--- src/rtl/isb_pkg.sv ---
// Shared ISB prefetcher definitions: address widths, stream geometry and the
// prediction-walk state encoding used by both training and prediction blocks.
package isb_pkg;

  localparam int SA_W        = 32;
  localparam int PA_W        = 16;
  localparam int STREAM_LEN  = 16;
  localparam int STREAM_BITS = $clog2(STREAM_LEN);

  typedef logic [SA_W-1:0] sa_t;
  typedef logic [PA_W-1:0] pa_t;

  typedef enum logic [1:0] {
    IDLE = 2'd0,
    REQ  = 2'd1,
    RESP = 2'd2
  } isb_state_t;

  // True when the SA is the first slot of a 16-SA structural stream.
  function automatic logic at_stream_start(input sa_t sa);
    return sa[STREAM_BITS-1:0] == '0;
  endfunction

endpackage

--- src/rtl/isb_pf_fifo.sv ---
// Circular prefetch stream buffer with push, pop, synchronous flush and a view
// of every stored entry plus its valid bit for duplicate filtering.
module isb_pf_fifo #(
  parameter int W          = 16,
  parameter int DEPTH_LOG2 = 2,
  localparam int DEPTH     = 2**DEPTH_LOG2
) (
  input  logic                     clk,
  input  logic                     reset,
  input  logic                     flush,
  input  logic                     push,
  input  logic [W-1:0]             push_data,
  input  logic                     pop,
  output logic                     full,
  output logic                     empty,
  output logic [W-1:0]             head,
  output logic [DEPTH-1:0][W-1:0]  entries,
  output logic [DEPTH-1:0]         entry_v
);

  localparam int PW = DEPTH_LOG2;
  localparam int CW = DEPTH_LOG2 + 1;

  logic [DEPTH-1:0][W-1:0] mem;
  logic [PW-1:0]           rd_ptr;
  logic [PW-1:0]           wr_ptr;
  logic [CW-1:0]           count;
  logic [PW-1:0]           offs [DEPTH];
  logic                    do_push;
  logic                    do_pop;

  assign empty   = count == '0;
  assign full    = count == CW'(DEPTH);
  assign head    = mem[rd_ptr];
  assign entries = mem;
  assign do_pop  = pop && !empty;
  // A push into a full buffer is accepted only when the head leaves that cycle.
  assign do_push = push && (!full || do_pop);

  always_comb begin
    for (int i = 0; i < DEPTH; i++) begin
      offs[i]    = PW'(i) - rd_ptr;
      entry_v[i] = {1'b0, offs[i]} < count;
    end
  end

  always_ff @(posedge clk) begin
    if (reset || flush) begin
      rd_ptr <= '0;
      wr_ptr <= '0;
      count  <= '0;
    end else begin
      if (do_push) begin
        mem[wr_ptr] <= push_data;
        wr_ptr      <= wr_ptr + PW'(1);
      end
      if (do_pop) rd_ptr <= rd_ptr + PW'(1);
      case ({do_push, do_pop})
        2'b10:   count <= count + CW'(1);
        2'b01:   count <= count - CW'(1);
        default: count <= count;
      endcase
    end
  end

endmodule

--- src/rtl/isb_stream_predictor.sv ---
// ISB prediction walk: on a trigger, read consecutive SAs from the SP-AMC and
// queue their PAs for prefetch. Optional macro ISB_PF_FILTER_EN drops duplicate PAs.
module isb_stream_predictor
  import isb_pkg::*;
#(
  parameter int DEPTH_LOG2 = 2,
  parameter int DEGREE     = 1
) (
  input  logic            clk,
  input  logic            reset,
  input  logic            trig_v,
  input  logic [SA_W-1:0] trig_sa,
  output logic            sp_rd_v,
  output logic [SA_W-1:0] sp_rd_sa,
  input  logic            sp_rd_hit,
  input  logic [PA_W-1:0] sp_rd_pa,
  output logic            prefetch_v,
  output logic [PA_W-1:0] prefetch_addr,
  input  logic            prefetch_ready,
  output logic            busy
);

  localparam int         DEPTH = 2**DEPTH_LOG2;
  localparam logic [4:0] DEG   = 5'(DEGREE);
`ifdef ISB_PF_FILTER_EN
  localparam bit FILTER_EN = 1'b1;
`else
  localparam bit FILTER_EN = 1'b0;
`endif

  isb_state_t                 state;
  sa_t                        cursor;
  sa_t                        cursor_inc;
  logic [4:0]                 cnt;
  logic [4:0]                 cnt_inc;
  logic                       full;
  logic                       empty;
  pa_t                        head;
  logic [DEPTH-1:0][PA_W-1:0] entries;
  logic [DEPTH-1:0]           entry_v;
  logic [DEPTH-1:0]           match;
  logic                       dup;
  logic                       resp_hit;
  logic                       push;
  logic                       pop;

  assign cursor_inc = cursor + sa_t'(1);
  assign cnt_inc    = cnt + 5'd1;

  // Prefetch handshake: the head is offered while prefetch_v is high and leaves
  // on every cycle with prefetch_v && prefetch_ready; a trigger flush overrides that pop.
  always_comb begin
    sp_rd_v       = (state == REQ) && !full;
    sp_rd_sa      = sp_rd_v ? cursor : '0;
    prefetch_v    = !empty;
    prefetch_addr = empty ? '0 : head;
    busy          = state != IDLE;
    for (int i = 0; i < DEPTH; i++) match[i] = entries[i] == sp_rd_pa;
    dup           = |(match & entry_v);
    resp_hit      = (state == RESP) && sp_rd_hit && !trig_v;
    push          = resp_hit && !(FILTER_EN && dup);
    pop           = prefetch_v && prefetch_ready && !trig_v;
  end

  isb_pf_fifo #(
    .W          (PA_W),
    .DEPTH_LOG2 (DEPTH_LOG2)
  ) u_fifo (
    .clk       (clk),
    .reset     (reset),
    .flush     (trig_v),
    .push      (push),
    .push_data (sp_rd_pa),
    .pop       (pop),
    .full      (full),
    .empty     (empty),
    .head      (head),
    .entries   (entries),
    .entry_v   (entry_v)
  );

  always_ff @(posedge clk) begin
    if (reset) begin
      state  <= IDLE;
      cursor <= '0;
      cnt    <= '0;
    end else if (trig_v) begin
      // A trigger restarts the walk and drops whatever response is in flight.
      cursor <= trig_sa + sa_t'(1);
      cnt    <= '0;
      state  <= at_stream_start(trig_sa + sa_t'(1)) ? IDLE : REQ;
    end else begin
      case (state)
        REQ: if (!full) state <= RESP;
        RESP: begin
          if (sp_rd_hit) begin
            cursor <= cursor_inc;
            cnt    <= cnt_inc;
            state  <= (cnt_inc == DEG || at_stream_start(cursor_inc)) ? IDLE : REQ;
          end else begin
            state <= IDLE;
          end
        end
        default: state <= IDLE;
      endcase
    end
  end

endmodule

--- config.mk ---
export PLATFORM = sky130hd
export DESIGN_NAME = isb_stream_predictor
export DESIGN_NICKNAME = d
export VERILOG_FILES = /design/src/rtl/isb_pkg.sv /design/src/rtl/isb_pf_fifo.sv /design/src/rtl/isb_stream_predictor.sv
export SDC_FILE = /design/constraint.sdc
export NUM_CORES = 1
export LEC_CHECK = 0
export ABC_AREA = 1
export ABC_CLOCK_PERIOD_IN_PS = 4750
export CORE_MARGIN = 1
export CORE_UTILIZATION = 40
export CTS_BUF_LIST = sky130_fd_sc_hd__clkbuf_16
export CTS_CLUSTER_SIZE = 16
export DETAILED_ROUTE_END_ITERATION = 12
export HOLD_SLACK_MARGIN = 0.15
export PLACE_DENSITY_LB_ADDON = 0.2
export SYNTH_ARGS = -nofsm -noshare
export SYNTH_HDL_FRONTEND = slang
export SYNTH_HIERARCHICAL = 1
export SYNTH_SLANG_ARGS = --single-unit
--- constraint.sdc ---
create_clock -name clk -period 4.75 [get_ports clk]
set_clock_uncertainty 0.2 [all_clocks]
set_input_delay 0.475 -clock clk [delete_from_list [all_inputs] [get_ports clk]]
set_output_delay 0.475 -clock clk [all_outputs]
set_load 0.02 [all_outputs]
==> results.txt <==
HPWL Detailed: 13,600 um
setup TNS: 0 ns
Root Buffer: clkbuf_16
fmax: 290 MHz
Worst Setup Slack, final: 1.30 ns
worst hold slack: 0.311 ns
# rows: 46
Tot GR Track Use: 21.3%
Fill cells: 1,646
# diodes: 0
crit end category: output pin
largest net degree at the start of global routing: 34
CP required: 4.07 ns
total CTS buffers: 9
WL/cell: 14.6 um
maxcap violations: 0
Area after DPL: 0.00793 sq mm
Place WS: 1.41 ns
Hold Path Class: reg -> reg
Mapped Area: 0.00670 sq mm
Post-Syn Nets: 985
core area: 0.0161 sq mm
1st-pass router iterations: 5
Final #Nets: 1,084
Leakage Power: 0.00322 uW
Max rail drop VDD: 180 uV
hold buffers post-CTS: 0
run status: completed
Cells after Synth: 921
Die X: 131 um
final setup vio count: 0
Final Critical Period: 3.45 ns
total grt overflow: 0
ANT nets after route: 0
Worst Path Arrival: 2.78 ns
Final Cell Area: 0.00822 sq mm
io pins: 104
H-tree depth: 3
port bufs: 103
P per Cell Area: 248 mW/mm^2
global-route wire length before repair: 29,100 um
total number of vias: 6,195
RSZ-0062 raised after global routing: no
Slew Viols, Final: 0
Max transition margin: 30.5%
GP Congestion: 0.906
Setup Buffers After CTS: 0
Die H: 131 um
drt initial violations: 435
Final period util: 72.7%
initial antenna violation count: 0
critical path type: reg -> out
P&R area growth vs syn: 22.8%
Clk Latency, worst-skew pair: 0.35 ns
CTS tree: done
post-cts gate resize count: 0
post-synthesis average cell area: 7.27 sq um
starting density of the core: 41.6%
Die Footprint: 0.0173 sq mm
Ys Warns: 6
CTS clk-pin slew, worst paths: 0.08 ns
Worst-Margin Slew: 1.04 ns
sinks on the clock net: 110
drt via density: 4.99
layout cells sized above 1: 6.15%
crit path max fanout: 33
Worst setup SP type: flop
Bufs on Longest Clock Path: 2
number of global-route vias before repair: 5,659
DRC Markers: 0
final wirelength: 18,100 um
Fin. Hold Viols: 0
[layer usage]
metal  global-route usage (%)  wire length, um
met5                        0                0
met4                     4.97              170
met3                     3.05             1190
met1                     30.6             8630
met2                     33.5             8140
[placed cells by master, fill, tap and decap left out, types with 2 or more instances in the layout]
cell / n
a31oi_1: 7
or2_2: 2
nand2_1: 250
o21ai_0: 23
nor2_2: 7
clkinv_4: 2
nand2_4: 4
nor2_8: 2
ha_1: 10
nor3_2: 2
nor2_4: 10
o21ai_1: 3
clkdlybuf4s50_1: 103
o311ai_0: 2
inv_6: 4
xnor2_1: 4
nand2_2: 4
xor2_1: 13
buf_4: 8
nor2_1: 150
nor3_1: 9
nand4_1: 10
nand3_1: 89
o211ai_1: 7
dfxtp_1: 46
inv_1: 113
a22oi_1: 16
edfxtp_1: 64
a21oi_1: 31
nand3_2: 2
inv_2: 5
nand3b_1: 5
clkbuf_16: 9
[flip-flops by register name (all words and copies together), names as in the netlist]
name,cells
u_fifo/entries,64
u_fifo/wr_ptr,2
u_fifo/rd_ptr,2
state,2
u_fifo/count,3
cursor,32
cnt,5
[worst paths after layout]
check / depth (start not counted) / end / startpoint / slack, ns
max: 6 / sp_rd_sa[19] / u_fifo/count[2] / 1.30
min: 2 / cnt[1] / cnt[1] / 0.31
max reg2reg: 18 / u_fifo/count[2] / u_fifo/count[0] / 1.74
min reg2reg: 2 / cnt[1] / cnt[1] / 0.31
[critical path, cell delays in order (launching register included)]
cell and delay [ns]:
dfxtp_1 0.33, inv_1 0.08, nor3_1 0.34, nor2_1 0.12, inv_1 0.77, nor2_1 0.18, clkdlybuf4s50_1 0.60
[where the power goes]
group / switching, uW / internal [uW]
Sequential: 25.8 / 1030
Clock: 364 / 368
Combinational: 150 / 103
[stage by stage]
step / std cells / total power (uW) / util [%]
2_1_floorplan: 921 / 1200 / -
3_3_place_gp: 1225 / 1320 / 49.2
3_5_place_dp: 1225 / 1320 / 49.2
4_1_cts: 1241 / 2050 / 51.0
5_1_grt: 1241 / 2110 / 51.0
6_report: 1241 / 2040 / 51.0
[area by class of cell]
cell class | instances | area (sq um) | share of cell area (%)
multi-input cells | 670 | 3280 | 39.9
flip-flops and latches | 110 | 2840 | 34.6
repair buffers | 111 | 1090 | 13.3
inverters | 118 | 448 | 5.45
well taps | 216 | 270 | 3.29
clock buffers | 9 | 225 | 2.74
clock inverters | 7 | 63.8 | 0.776
Power figures use the tool's default switching activity.
